`src/rtl/gbt_pattern_gen_check.sv`:
```
`timescale 1ns/1ps
`default_nettype none
// ============================================================================
//  Module      : gbt_pattern_gen_check
//  Description : GBT link test-pattern generator and self-synchronising
//                checker. The generator drives the TX payload with one of
//                four patterns (counter, PRBS-31, walking-one, fixed). The
//                checker locks onto the returning RX word stream, then
//                reports per-word errors and saturating word/bit error counts.
//  Ports       : clk_ik        frame clock
//                rst_ir        asynchronous reset, active-high
//                mode_i        pattern select (00 cnt, 01 PRBS, 10 walk, 11 fixed)
//                tx_en_i       generator advance enable
//                clear_i       synchronous clear of checker state and counters
//                tx_data_o     generated word
//                tx_valid_o    tx_data_o holds a new word
//                rx_data_i     received word
//                rx_valid_i    rx_data_i valid this cycle
//                locked_o      checker is locked
//                err_o         one-cycle pulse per mismatching word while locked
//                err_seen_o    sticky error flag
//                err_words_o   saturating mismatching-word count
//                err_bits_o    saturating mismatching-bit count
//  Revision    : 1.0 - initial release
// ============================================================================
module gbt_pattern_gen_check #(
    parameter int                DATA_W        = 32,
    parameter int                ERRCNT_W      = 16,
    parameter int                LOCK_CNT      = 8,
    parameter int                UNLOCK_ERR    = 4,
    parameter logic [DATA_W-1:0] FIXED_PATTERN = DATA_W'(32'h5555_AAAA)
) (
    input  logic                clk_ik,
    input  logic                rst_ir,
    input  logic [1:0]          mode_i,
    input  logic                tx_en_i,
    input  logic                clear_i,
    output logic [DATA_W-1:0]   tx_data_o,
    output logic                tx_valid_o,
    input  logic [DATA_W-1:0]   rx_data_i,
    input  logic                rx_valid_i,
    output logic                locked_o,
    output logic                err_o,
    output logic                err_seen_o,
    output logic [ERRCNT_W-1:0] err_words_o,
    output logic [ERRCNT_W-1:0] err_bits_o
);

    localparam logic [1:0] c_MODE_CNT  = 2'b00;
    localparam logic [1:0] c_MODE_PRBS = 2'b01;
    localparam logic [1:0] c_MODE_WALK = 2'b10;

    localparam int c_GOOD_W = $clog2(LOCK_CNT + 1);
    localparam int c_BAD_W  = $clog2(UNLOCK_ERR + 1);
    localparam int c_POP_W  = $clog2(DATA_W + 1);
    // One spare bit above the wider operand so the bit-count sum cannot wrap
    localparam int c_SUM_W  = ((ERRCNT_W > c_POP_W) ? ERRCNT_W : c_POP_W) + 1;
    localparam logic [ERRCNT_W-1:0] c_ERR_MAX = '1;

    typedef enum logic [1:0] {
        ST_HUNT   = 2'd0,
        ST_VERIFY = 2'd1,
        ST_LOCKED = 2'd2
    } state_t;

    function automatic logic [DATA_W-1:0] f_next(input logic [DATA_W-1:0] w,
                                                 input logic [1:0]        m);
        logic [DATA_W-1:0] n;
        n = '0;
        case (m)
            c_MODE_CNT:  n = w + DATA_W'(1);
            // Fibonacci x^31+x^28+1: feedback from taps 31 and 28 into bit 0
            c_MODE_PRBS: n[30:0] = {w[29:0], w[30] ^ w[27]};
            c_MODE_WALK: n = {w[DATA_W-2:0], w[DATA_W-1]};
            default:     n = FIXED_PATTERN;
        endcase
        return n;
    endfunction

    function automatic logic [DATA_W-1:0] f_seed(input logic [1:0] m);
        logic [DATA_W-1:0] s;
        s = '0;
        case (m)
            c_MODE_CNT:  s = '0;
            c_MODE_PRBS: s[30:0] = 31'h7FFF_FFFF;
            c_MODE_WALK: s = DATA_W'(1);
            default:     s = FIXED_PATTERN;
        endcase
        return s;
    endfunction

    state_t                r_state, w_state_nxt;
    logic [DATA_W-1:0]     r_exp, w_exp_nxt;
    logic [c_GOOD_W-1:0]   r_good, w_good_nxt;
    logic [c_BAD_W-1:0]    r_bad, w_bad_nxt;
    logic                  r_err, w_err_nxt;
    logic                  r_err_seen, w_seen_nxt;
    logic [ERRCNT_W-1:0]   r_err_words, w_words_nxt;
    logic [ERRCNT_W-1:0]   r_err_bits, w_bits_nxt;
    logic [1:0]            r_mode;
    logic [DATA_W-1:0]     r_tx_data;
    logic                  r_tx_valid;

    logic                  w_mode_chg;
    logic                  w_match;
    logic                  w_prbs_reject;
    logic [DATA_W-1:0]     w_diff;
    logic [c_POP_W-1:0]    w_popcnt;
    logic [c_SUM_W-1:0]    w_bits_sum;
    logic [ERRCNT_W-1:0]   w_bits_sat;
    logic [ERRCNT_W-1:0]   w_words_sat;

    assign w_mode_chg = (mode_i != r_mode);
    assign w_match    = (rx_data_i == r_exp);
    assign w_diff     = rx_data_i ^ r_exp;
    // The all-zero LFSR state is a lock-up state, and PRBS words never carry
    // upper bits: neither can be a legitimate starting point for a lock.
    assign w_prbs_reject = (mode_i == c_MODE_PRBS) &&
                           ((rx_data_i[30:0] == 31'd0) || (|rx_data_i[DATA_W-1:31]));

    always_comb begin
        w_popcnt = '0;
        for (int i = 0; i < DATA_W; i++) begin
            w_popcnt = w_popcnt + c_POP_W'(w_diff[i]);
        end
    end

    assign w_bits_sum  = c_SUM_W'(r_err_bits) + c_SUM_W'(w_popcnt);
    assign w_bits_sat  = (w_bits_sum > c_SUM_W'(c_ERR_MAX)) ? c_ERR_MAX
                                                           : w_bits_sum[ERRCNT_W-1:0];
    assign w_words_sat = (r_err_words == c_ERR_MAX) ? c_ERR_MAX
                                                    : r_err_words + ERRCNT_W'(1);

    // Checker next-state: clear beats mode change beats an incoming word.
    always_comb begin
        w_state_nxt = r_state;
        w_exp_nxt   = r_exp;
        w_good_nxt  = r_good;
        w_bad_nxt   = r_bad;
        w_err_nxt   = 1'b0;
        w_seen_nxt  = r_err_seen;
        w_words_nxt = r_err_words;
        w_bits_nxt  = r_err_bits;
        if (clear_i) begin
            w_state_nxt = ST_HUNT;
            w_good_nxt  = '0;
            w_bad_nxt   = '0;
            w_seen_nxt  = 1'b0;
            w_words_nxt = '0;
            w_bits_nxt  = '0;
        end else if (w_mode_chg) begin
            w_state_nxt = ST_HUNT;
            w_good_nxt  = '0;
            w_bad_nxt   = '0;
        end else if (rx_valid_i) begin
            case (r_state)
                ST_HUNT: begin
                    if (!w_prbs_reject) begin
                        w_exp_nxt   = f_next(rx_data_i, mode_i);
                        w_good_nxt  = c_GOOD_W'(1);
                        w_bad_nxt   = '0;
                        w_state_nxt = ST_VERIFY;
                    end
                end
                ST_VERIFY: begin
                    if (w_match) begin
                        w_exp_nxt  = f_next(r_exp, mode_i);
                        w_good_nxt = r_good + c_GOOD_W'(1);
                        if (r_good == c_GOOD_W'(LOCK_CNT - 1)) begin
                            w_state_nxt = ST_LOCKED;
                            w_bad_nxt   = '0;
                        end
                    end else begin
                        w_exp_nxt  = f_next(rx_data_i, mode_i);
                        w_good_nxt = c_GOOD_W'(1);
                    end
                end
                ST_LOCKED: begin
                    // Expected value free-runs; it is never resynced to rx here
                    w_exp_nxt = f_next(r_exp, mode_i);
                    if (w_match) begin
                        w_bad_nxt = '0;
                    end else begin
                        w_err_nxt   = 1'b1;
                        w_seen_nxt  = 1'b1;
                        w_words_nxt = w_words_sat;
                        w_bits_nxt  = w_bits_sat;
                        if (r_bad == c_BAD_W'(UNLOCK_ERR - 1)) begin
                            w_state_nxt = ST_HUNT;
                            w_bad_nxt   = '0;
                            w_good_nxt  = '0;
                        end else begin
                            w_bad_nxt = r_bad + c_BAD_W'(1);
                        end
                    end
                end
                default: begin
                    w_state_nxt = ST_HUNT;
                end
            endcase
        end
    end

    always_ff @(posedge clk_ik or posedge rst_ir) begin
        if (rst_ir) begin
            r_state     <= ST_HUNT;
            r_exp       <= '0;
            r_good      <= '0;
            r_bad       <= '0;
            r_err       <= 1'b0;
            r_err_seen  <= 1'b0;
            r_err_words <= '0;
            r_err_bits  <= '0;
            r_mode      <= c_MODE_CNT;
            r_tx_data   <= '0;
            r_tx_valid  <= 1'b0;
        end else begin
            r_state     <= w_state_nxt;
            r_exp       <= w_exp_nxt;
            r_good      <= w_good_nxt;
            r_bad       <= w_bad_nxt;
            r_err       <= w_err_nxt;
            r_err_seen  <= w_seen_nxt;
            r_err_words <= w_words_nxt;
            r_err_bits  <= w_bits_nxt;
            r_mode      <= mode_i;
            r_tx_valid  <= tx_en_i;
            if (w_mode_chg) begin
                r_tx_data <= f_seed(mode_i);
            end else if (tx_en_i) begin
                r_tx_data <= f_next(r_tx_data, mode_i);
            end
        end
    end

    assign tx_data_o   = r_tx_data;
    assign tx_valid_o  = r_tx_valid;
    assign locked_o    = (r_state == ST_LOCKED);
    assign err_o       = r_err;
    assign err_seen_o  = r_err_seen;
    assign err_words_o = r_err_words;
    assign err_bits_o  = r_err_bits;

endmodule
`default_nettype wire

```
`config.mk`:
```
export PLATFORM = sky130hd
export DESIGN_NAME = gbt_pattern_gen_check
export DESIGN_NICKNAME = d
export VERILOG_FILES = /design/src/rtl/gbt_pattern_gen_check.sv
export SDC_FILE = /design/constraint.sdc
export NUM_CORES = 1
export LEC_CHECK = 0
export CAP_MARGIN = 20
export CORE_ASPECT_RATIO = 1.4
export CORE_MARGIN = 2
export CORE_UTILIZATION = 38
export DETAILED_ROUTE_END_ITERATION = 8
export PLACE_DENSITY = 0.53
export SYNTH_ARGS = -nofsm -noshare
export SYNTH_HDL_FRONTEND = slang
export SYNTH_SLANG_ARGS = --single-unit
```
`constraint.sdc`:
```
create_clock -name clk_ik -period 7.3 [get_ports clk_ik]
set_input_delay 1.825 -clock clk_ik [delete_from_list [all_inputs] [get_ports clk_ik]]
set_output_delay 1.825 -clock clk_ik [all_outputs]
set_load 0.02 [all_outputs]
```
### Yosys cells after proc, flatten, opt, wreduce, memory -nomap -nowiden

Cells that the tools add are included.

* output and inout bits: 68
* bits in registers: 110
* input port bits: 39

* bitwise logic cells: 6
* $add $sub $neg: 38
* reductions and logical operators: 16
* order comparisons: 1
* eq/ne operators: 17
* mux-type cells: 60

Operators with widths (count)
* $pmux 31 s3: 4
* $mux 16: 12
* $add 6x1->6: 26
* $mux 32: 4
* $add 32x1->32 const B: 3
* $pmux 32 s3: 1
* $eq 32x32->1: 1
* $xor 32x32->32: 1
* $logic_not 31->1: 1
* $mux 4: 7
* $mux 3: 8
* $add 16x6->17: 1
* $gt 17x16->1 const B: 1
* $add 16x1->16 const B: 1
* $eq 16x16->1 const B: 1
* $mux 2: 8
* $ne 4x4->1 const B: 4
* $reduce_and 5->1: 3
* $pmux 4 s3: 1
* $mux 1: 10
* $pmux 3 s3: 1
* $add 5x1->6: 1
* $ne 2x2->1 const B: 3
* $pmux 1 s2: 3
* other kinds (23): 32

### Logic depth before layout (Yosys ltp)

* depth after elaboration: 40
* mapped depth: 19
* gate-level depth less buffers: 18

### Worst setup path before layout

OpenSTA, ideal clock, no wires.

* path kind: input port to flip-flop
* start point: in rx_data_i[24]
* end point: reg r_err_bits[8] (netlist: err_bits_o[8])
* path buffers: 1
* stages: 17
* path slack: -0.224 ns
* required time: 7.222 ns
* arrival: 7.446 ns
* cell sequence: clkbuf_1 -> xnor2_1 -> fa_1 -> fa_1 -> fa_1 -> inv_1 -> fa_1 -> fa_1 -> fa_1 -> fa_1 -> fa_1 -> a211o_1 -> a21o_1 -> a211oi_1 -> nor2_1 -> a41o_1 -> a21oi_1

* longest elaborated chain between the ends: 17
* elaborated cells between the ends (all ways): 20
* classes of those cells: add/sub: 9; order compare: 1; eq/ne: 2; mux: 6; bitwise: 1; reduce/logical: 1

RTL lines
* start: declaration: line 40 `input logic [DATA_W-1:0] rx_data_i,`
* $xor 32x32->32: line 115 `assign w_diff = rx_data_i ^ r_exp;`
* $add 6x1->6 (8 in a row): line 124 `w_popcnt = w_popcnt + c_POP_W'(w_diff[i]);`
* $add 16x6->17: line 128 `assign w_bits_sum = c_SUM_W'(r_err_bits) + c_SUM_W'(w_popcnt);`
* $gt 17x16->1: line 129 `assign w_bits_sat = (w_bits_sum > c_SUM_W'(c_ERR_MAX)) ? c_ERR_MAX`
* $mux 16: line 129
* $mux 16: line 181 `if (w_match) begin`
* $mux 16: line 156 `case (r_state)`
* $mux 16: line 155 `end else if (rx_valid_i) begin`
* $mux 16: line 151 `end else if (w_mode_chg) begin`
* $mux 16: line 144 `if (clear_i) begin`
* end signal: assignment: line 225 `r_err_bits <= w_bits_nxt;`
* end: declaration: line 99 `logic [ERRCNT_W-1:0] r_err_bits, w_bits_nxt;`

Several ways; a longest one is shown, not always the timed one. The select of a mux whose other input is x is not followed.
A chain may end at the register's enable or synchronous reset.

### Worst setup path after layout

* start point: in rx_data_i[26]
* end point: reg r_err_bits[8] (netlist: err_bits_o[8])

* longest elaborated chain between the ends: 15
* elaborated cells between the ends (all ways): 18
* classes of those cells: add/sub: 7; order compare: 1; eq/ne: 2; mux: 6; bitwise: 1; reduce/logical: 1

RTL lines (line)
* $xor 32x32->32: 115
* $add 6x1->6 (6 in a row): 124
* $add 16x6->17: 128
* $gt 17x16->1: 129
* $mux 16: 129
* $mux 16: 181
* $mux 16: 156
* $mux 16: 155
* $mux 16: 151
* $mux 16: 144

Several ways; a longest one is shown, not always the timed one. The select of a mux whose other input is x is not followed.

==> flow_summary.yaml <==
global_routing:
  grt_usage: 0.261
  antenna_found_initial: 0
  gr-total-overflow: 0
  grt_pass1_wl_um: 58700
  grt_max_degree: 59
  grt_pass1_vias: 10107
cts:
  cts_tree: "yes"
  clkSinkCount: 110
  cts_made_buffers: 9
  clockBufferDepth: 2
  clk_latency_ns: 0.37
  cts-root-buf: "clkbuf_16"
  path_clk_slew_ns: 0.09
  htreeDepth: 3
  cts_hold_buf: 0
route:
  drt_iter0_drc: 784
  vias: 10513
  route.detailed.drc: 0
  drt_wl_total_um: 37800
  wl_per_cell_um: 22.5
  viasPerCell: 6.26
  postRouteAntennaNets: 0
  first_pass_iters: 5
floorplan:
  die_area_um2: 28900
  start_util: 0.388
  die_h_um: 200
  ios: 107
  die_w_um: 144
  rows: 71
  core-area_um2: 26900
place:
  dp_worst_setup_slack_ns: -0.625
  place_hpwl_um: 27100
  dp.cells: 1657
  gp_congestion: 0.905
  dpl-instance-area_um2: 11800
  io_buffer_count: 106
sta:
  worst_slack_ns: 0.124
  hold-worst-slack_ns: 0.513
  fin_setup_tns_ns: 0
  slew_violations: 0
  relSlewSlack: 0.291
  setup_violations: 0
  hold_viol_final: 0
  tightest_slew_ns: 1.06
  fmax_mhz: 139
  layout_worst_path_cycle_share: 0.983
  period_needed_ns: 7.18
  fin_skew_ns: 0.00924
synth:
  synth_cell_types: 94
  synth_edf_count: 0
  synthTopCellsByArea: "dfrtp_1, fa_1, nand2_1"
  synthArstFlopShare: 1.00
  yosysTopAreaCell: "dfrtp_1"
  syn_inst: 1247
  yosys_warnings: 0
  yosys.area.top_type_share: 0.264
  syn_avg_cell_area_um2: 8.38
  yosysSeqAreaShare: 0.264
  ys_seq_elements: 110
  synth_ff_type: "dfrtp_1"
  synth_nets: 1343
  netlist_area_um2: 10400
worst_setup_path:
  cp_slowest_cell: "fa_1"
  critical_path.max_stage_delay_ns: 0.58
  path_cells: "dlygate4sd2_1 -> xnor2_2 -> fa_1 -> fa_1 -> fa_1 -> inv_2 -> fa_1 -> fa_1 -> fa_1 -> fa_2 -> fa_2 -> a211o_1 -> a21o_1 -> a211oi_2 -> buf_4 -> nor2_4 -> a41o_1 -> a21oi_1"
  arrival_ns: 7.48
  crit_buf_inv: 3
  cp_data_required_time_ns: 7.60
  endpoint_kind: "flop"
  cp_max_fo: 8
  crit_top_cell: "fa_1"
  ff2ff_path_depth: 18
  worst-path-stages: 18
  cp-start-kind: "input port"
  cp_top_family: "adder cells"
  criticalPathCategory: "in2reg"
finish:
  nFillCells: 2708
  multi_input_area_um2: 7020
  instances_no_fill: 1680
  post-route-util: 0.456
  drive_above_1_share: 0.115
  stdcell_area_um2: 12300
  finalNetCount: 1406
  final-seq-area_um2: 2750
  area_growth_pct: 17.4
  antenna_cells: 0
power_and_ir_drop:
  power_density_nw_per_um2: 550
  p_seq_frac: 0.133
  totalPowerFinal_mw: 6.75
  sw_frac_of_total: 0.486
  p_switching_mw: 3.28
  power_frac_comb: 0.790
  internal_power_mw: 3.47
  leakage_nw: 4.77
  ir_drop_uv: 1320
  clock_power_share: 0.077
job:
  cap_violations: 0
hold_path:
  holdPathStages: 2
  hp-class: "reg2reg"
status:
  outcome: "finished clean"
[power groups by stage]
| stage | clock [mW] | sequential, mW | combinational [mW] |
|---|---|---|---|
| finish | 0.519 | 0.899 | 5.33 |
| global route | 0.554 | 0.915 | 5.94 |
| CTS | 0.532 | 0.893 | 5.07 |
| detailed placement | 0 | 0.899 | 4.92 |
| global placement | 0 | 0.898 | 4.93 |
| floorplan | 0 | 0.819 | 3.41 |
[sequential cells by signal, summed over array words and instances (netlist names)]
register,count
err_bits_o,16
r_exp,32
r_good,4
tx_data_o,32
r_state,2
r_mode,2
err_words_o,16
err_seen_o,1
tx_valid_o,1
err_o,1
r_bad,3
[cells by family after synthesis]
group           after synthesis  share of synthesized area
fa+ha+maj                    57                     0.0870
xor+xnor                     64                     0.0537
compound gates              386                      0.269
mux                           6                    0.00623
simple gates                443                      0.240
buf+inv                     181                     0.0806
flops                       110                      0.264
[synth_stat cells (all sizes together), types with 7 or more instances]
| cell | number |
|---|---|
| dfrtp | 110 |
| inv | 63 |
| buf | 67 |
| or3 | 10 |
| o21ai | 66 |
| o211ai | 23 |
| nor3 | 37 |
| a211o | 7 |
| clkbuf | 51 |
| nor2 | 70 |
| nand2 | 105 |
| o21a | 7 |
| nor4 | 28 |
| a221oi | 19 |
| a41o | 7 |
| nor4b | 7 |
| ha | 31 |
| or4 | 11 |
| and3 | 19 |
| o2bb2ai | 8 |
| and4b | 7 |
| o22ai | 9 |
| nand3 | 71 |
| a41oi | 7 |
| a21oi | 61 |
| a211oi | 16 |
| o32ai | 9 |
| and4 | 16 |
| o31ai | 19 |
| a31oi | 28 |
| nand2b | 7 |
| a311oi | 7 |
| a221o | 15 |
| and2 | 7 |
| xnor2 | 32 |
| xor2 | 32 |
| nand4 | 26 |
| a32o | 14 |
| a32oi | 10 |
| a22oi | 7 |
| fa | 26 |
[layout make-up]
| class | instances | share of cell area |
|---|---|---|
| Sequential cell | 110 | 0.224 |
| Inverter | 63 | 0.0195 |
| Timing Repair Buffer | 170 | 0.123 |
| Clock inverter | 6 | 0.00398 |
| Clock buffer | 10 | 0.0195 |
| Multi-Input combinational cell | 956 | 0.572 |
| Tap cell | 365 | 0.0372 |
[worst min-delay path, stage by stage, from the launching register on]
cell	delay [ns]
dfrtp_1	0.36
nor2_1	0.05
nor2_1	0.07
[placed cells by master, fill, tap and decap left out, types with 8 or more instances in the layout]
cell type / n
clkbuf_16: 9
nor3_1: 30
xnor2_1: 25
a211oi_1: 15
o22ai_1: 9
o211ai_1: 23
o21ai_0: 61
a32o_1: 14
a221o_1: 15
a21oi_1: 61
and3_1: 19
buf_4: 64
nand2_1: 105
nor4_1: 22
a31oi_1: 27
inv_1: 60
a32oi_1: 10
o31ai_1: 18
dlygate4sd2_1: 10
nand4_1: 22
or4_1: 10
xor2_1: 25
and4_1: 14
fa_1: 24
ha_1: 30
nor2_1: 67
a221oi_1: 18
o32ai_1: 9
o2bb2ai_1: 8
dfrtp_1: 110
nand3_1: 69
clkdlybuf4s50_1: 92
[layer usage]
layer / global-route usage / vias up / wire [µm]
met2: 0.435 / 349 / 18600
met3: 0.0299 / 76 / 1660
met4: 0.125 / 0 / 1710
met5: 0 / - / 0
li1: - / 4856 / -
met1: 0.334 / 5232 / 15800
[worst paths after layout]
path / from / end / slack (ns)
setup reg to reg: r_exp[16] / err_bits_o[8] / 1.20
hold reg to reg: err_seen_o / err_seen_o / 0.51
setup / recovery: rx_data_i[26] / err_bits_o[8] / 0.12
hold / removal: err_seen_o / err_seen_o / 0.51
min in group asynchronous: rst_ir / tx_data_o[16] / 1.98
max in group asynchronous: rst_ir / tx_data_o[23] / 4.09
[timing repair]
item,in CTS,in global routing
buffers inserted,3,4
gates resized for setup,27,13
setup endpoints to repair,16,15
pin swaps,17,15
(Power assumes the default switching activity.)
==> variant 1, RTL diff (config.mk and constraints unchanged) <==
Set the parameter `UNLOCK_ERR` to 8 (it was 4).
--- a/src/rtl/gbt_pattern_gen_check.sv
+++ b/src/rtl/gbt_pattern_gen_check.sv
@@ -28,5 +28,5 @@
     parameter int                ERRCNT_W      = 16,
     parameter int                LOCK_CNT      = 8,
-    parameter int                UNLOCK_ERR    = 4,
+    parameter int                UNLOCK_ERR    = 8,
     parameter logic [DATA_W-1:0] FIXED_PATTERN = DATA_W'(32'h5555_AAAA)
 ) (
Function: no difference found for any inputs over 4 cycles, from zero or initial values and one cycle with rst_ir high; that may be too few to reach the edited logic, so the function may still have changed.
==> variant 1 against the original RTL <==
Total power is 15% lower. Cell area fell by 2.4%. Synthesized area decreased by 2.6%. Die area decreased by 2.5%. Sequential cell count increased by 1. Setup slack better by 0.078 ns. Wire length fell by 7.7%. Largest power group unchanged. Critical path type unchanged.
==> variant 1: results (changes against the original RTL) <==
* Status: finished clean
* Detail Route met3 WL at 1.64 mm (-1.0%)
* Avg WL per Cell at 21.6 µm (-4.0%)
* Synth top cells by count: dfrtp_1 (111), nand2_1 (110), nor2_1 (78), inv_1 (68), a21oi_1 (61)
* Ratio of cells with drive above 1 in the final layout at 11.1% (-0.41 points)
* Vias in the first global route at 9713 (-3.9%)
* Area contributors post-synth: dfrtp_1 (27%), fa_1 (5.1%), nand2_1 (4.1%), ha_1 (3.8%), xor2_1 (3.4%)
* GPL Wtd Cong at 0.914 (+0.96%)
* First-pass GRT wire length at 55.1 mm (-6.1%)
* Fillcell total at 2650 (-2.1%)
* Post-Synth XOR/XNOR Area at 6.90% (+1.5 points)
* Sequential share of the synthesized area at 27.3% (+0.94 points)
* HP Class: flop to flop
* Area of placed instances at 11600 µm² (-2.3%)
* Post-DP HPWL at 24.5 mm (-9.8%)
* Dpl cells at 1595 (-3.7%)
* DR vias at 10000 (-4.6%)
* Worst EP arrival at 7.39 ns (-0.09 ns)
* Headroom to the max-slew limit at 28.7% (-0.43 points)
* Final net count at 1383 (-1.6%)
* Place WS at -0.722 ns (-0.0973 ns)
* Adder-cell share of the synthesized area at 8.93% (+0.23 points)
* Avg Cell Area, Syn at 8.40 µm² (+0.24%)
* DRT met1 WL at 15.0 mm (-5.0%)
* Peak supply drop at 0.914 mV (-31%)
* Compound-Gate Fraction of Synth Area at 25.5% (-1.4 points)
* Cts repair resizes at 21 (-22%)
* Via/cell ratio at 6.21 (-0.79%)
* Leakage power at 0.00461 µW (-3.4%)
* Initial DRC Count at 637 (-19%)
* Yosys cell types at 92 (-2.1%)
* Multiplexer area fraction after synthesis at 0.590% (-0.033 points)
* Tot GR Track Use at 24.9% (-1.2 points)
* Routed Antenna Nets at 0 (unchanged)
* Synthesized netlist net count at 1308 (-2.6%)
* Synth async-reset ratio at 100% (unchanged)
* Routed length on met2 at 16.9 mm (-9.2%)
* Slowest stage delay, CP at 0.56 ns (-0.02 ns)
* Final Skew at 0.00719 ns (-0.00204 ns)
==> variant 1: cell count changes after synthesis, sizes merged, moves of 10 or more <==
| cell | change |
|---|---|
| nor2 | +10 |
| a31oi | -11 |
| o211ai | -18 |
| nor3 | +10 |
| nand3 | -20 |
| nand4 | +11 |
| xor2 | +10 |
| or4 | -10 |
| o21ai | -10 |
==> variant 1: layer usage <==
| layer | vias up | global-route usage (%) |
|---|---|---|
| li1 | 4663 | - |
| met1 | 4940 | 32.7 |
| met2 | 355 | 41.1 |
| met3 | 75 | 3.37 |
| met4 | 0 | 10.4 |
| met5 | - | 0 |
==> variant 1: worst paths after layout <==
kind                               start             end  slack (ns)  cells after the start
max in group asynchronous         rst_ir       r_exp[15]        4.14                      3
min in group asynchronous         rst_ir    tx_data_o[1]        1.97                      2
min reg2reg                     r_bad[3]        r_bad[3]        0.48                      1
min                             r_bad[3]        r_bad[3]        0.48                      1
max reg2reg                     r_exp[4]  err_bits_o[10]        1.36                     19
max                        rx_data_i[16]  err_bits_o[10]        0.20                     21
==> variant 1: area by class of cell <==
| class | count | area (µm²) | area share, % |
|---|---|---|---|
| multi-input cells | 921 | 6660 | 55.6 |
| well taps | 324 | 405 | 3.39 |
| repair buffers | 175 | 1580 | 13.2 |
| flip-flops and latches | 111 | 2780 | 23.2 |
| inverters | 69 | 262 | 2.18 |
| clock inverters | 5 | 47.5 | 0.397 |
| clock buffers | 11 | 243 | 2.03 |
==> variant 1: worst max-delay path, delay by kind of cell <==
family          cells  cell delay [ns]
compound gates      4             0.66
buf+inv             5             0.66
simple gates        3             0.43
xor+xnor            1             0.14
fa+ha+maj           8             3.68
==> variant 1: where the power goes <==
group	total, µW	switching (µW)	internal, µW
Sequential	883	189	694
Clock	515	266	249
Combinational	4320	2280	2040
==> variant 2, RTL diff (config.mk and constraints unchanged) <==
Made on the original files. The 3 states of `state_t` get a one-hot encoding in 3 bits.
--- a/src/rtl/gbt_pattern_gen_check.sv
+++ b/src/rtl/gbt_pattern_gen_check.sv
@@ -58,8 +58,8 @@
     localparam logic [ERRCNT_W-1:0] c_ERR_MAX = '1;
 
-    typedef enum logic [1:0] {
-        ST_HUNT   = 2'd0,
-        ST_VERIFY = 2'd1,
-        ST_LOCKED = 2'd2
+    typedef enum logic [2:0] {
+        ST_HUNT   = 3'b001,
+        ST_VERIFY = 3'b010,
+        ST_LOCKED = 3'b100
     } state_t;
 
Behaviour: no difference found for any inputs over 4 cycles, from zero or initial values and one cycle with rst_ir high; so few cycles prove little.
==> variant 2 against the original RTL <==
Wire length shrank 12%. Synthesized cell count down 6.6%. Synthesized area down 6.7%. Setup slack better by 0.064 ns. Cell area shrank 4.0%. Critical endpoint is now err_bits_o[12]. Total power decreased by 18%. Sequential cell count rose by 1. Critical path depth increased by 1. Sequential power shrank 2.9%. Clock power grew 13%. Maximum frequency rose by 0.90%.
==> variant 2: results (changes against the original RTL) <==
* Status: finished clean
* Setup Fix Bufs, Post-CTS at 1 (-2)
* Signal buffers at 173 (+1.8%)
* First-pass GRT wire length at 52.6 mm (-10%)
* Headroom to the max-slew limit at 31.7% (+2.6 points)
* Place WS at -0.682 ns (-0.0574 ns)
* Largest net degree at the start of global routing at 67 (+14%)
* Mapped Cells at 1165 (-6.6%)
* DIE AREA at 27000 µm² (-6.5%)
* Non-Filler Instances at 1561 (-7.1%)
* Peak supply drop at 1.29 mV (-1.9%)
* Sequential share of the synthesized area at 28.5% (+2.1 points)
* Hold WS at 0.499 ns (-0.0138 ns)
* Internal Pwr Total at 2940 µW (-15%)
* Ratio of cells with drive above 1 in the final layout at 12.2% (+0.76 points)
* Detail Route met3 WL at 1.50 mm (-9.7%)
* Initial DRT Pass Iterations at 6 (+1)
* Synth top cells by count: dfrtp_1 (110), nand2_1 (103), clkbuf_1 (80), o21ai_0 (70), inv_1 (65)
* WHS Endpoint: r_bad[2]
* Logic pwr share at 73.7% (-5.3 points)
* Fillcell total at 2497 (-7.8%)
* Yosys cell types at 77 (-18%)
* RR Endpoint: err_bits_o[12]
* Reg-to-reg startpoint: r_exp[10]
* Max Freq at 141 MHz (+0.90%)
* Synthesized netlist net count at 1256 (-6.5%)
* Initial DRC Count at 690 (-12%)
* Met1 usage at 30.7% (-2.7 points)
* Multi-input gate share of total cell area at 54.7% (-2.5 points)
* Vias in the first global route at 9353 (-7.5%)
* NonClk Buf Share at 13.4% (+1.0 points)
* Inverters at 65 (+3.2%)
* Clk tree area frac at 2.88% (+0.53 points)
* Area of placed instances at 11200 µm² (-5.3%)
* DR vias at 9557 (-9.1%)
* Routed length on met2 at 16.7 mm (-10%)
-- variant 2: changes by cell type in the layout (fill, tap and decap cells not counted), moves of 9 or more --
| cell | unedited run | this run |
|---|---|---|
| nand3_1 | 69 | 39 |
| nor2_1 | 67 | 49 |
| a221oi_1 | 18 | 3 |
| a221o_1 | 15 | 1 |
| a32oi_1 | 10 | 24 |
| o211ai_1 | 23 | 11 |
| a22oi_1 | 7 | 17 |
| dlygate4sd2_1 | 10 | 0 |
| xor2_1 | 25 | 35 |
| a32o_1 | 14 | 5 |
| dlymetal6s2s_1 | 0 | 9 |
| or4_1 | 10 | 1 |
-- variant 2: logic make-up after synthesis --
group                    after synthesis  synth area share, %
XOR/XNOR                              75                 6.89
buffers and inverters                177                 7.57
AO/OA/AOI/OAI                        372                 27.3
AND/OR/NAND/NOR                      362                 19.1
multiplexers                          16                 1.87
adder cells (fa/ha/maj)               52                 8.67
flip-flops                           111                 28.5
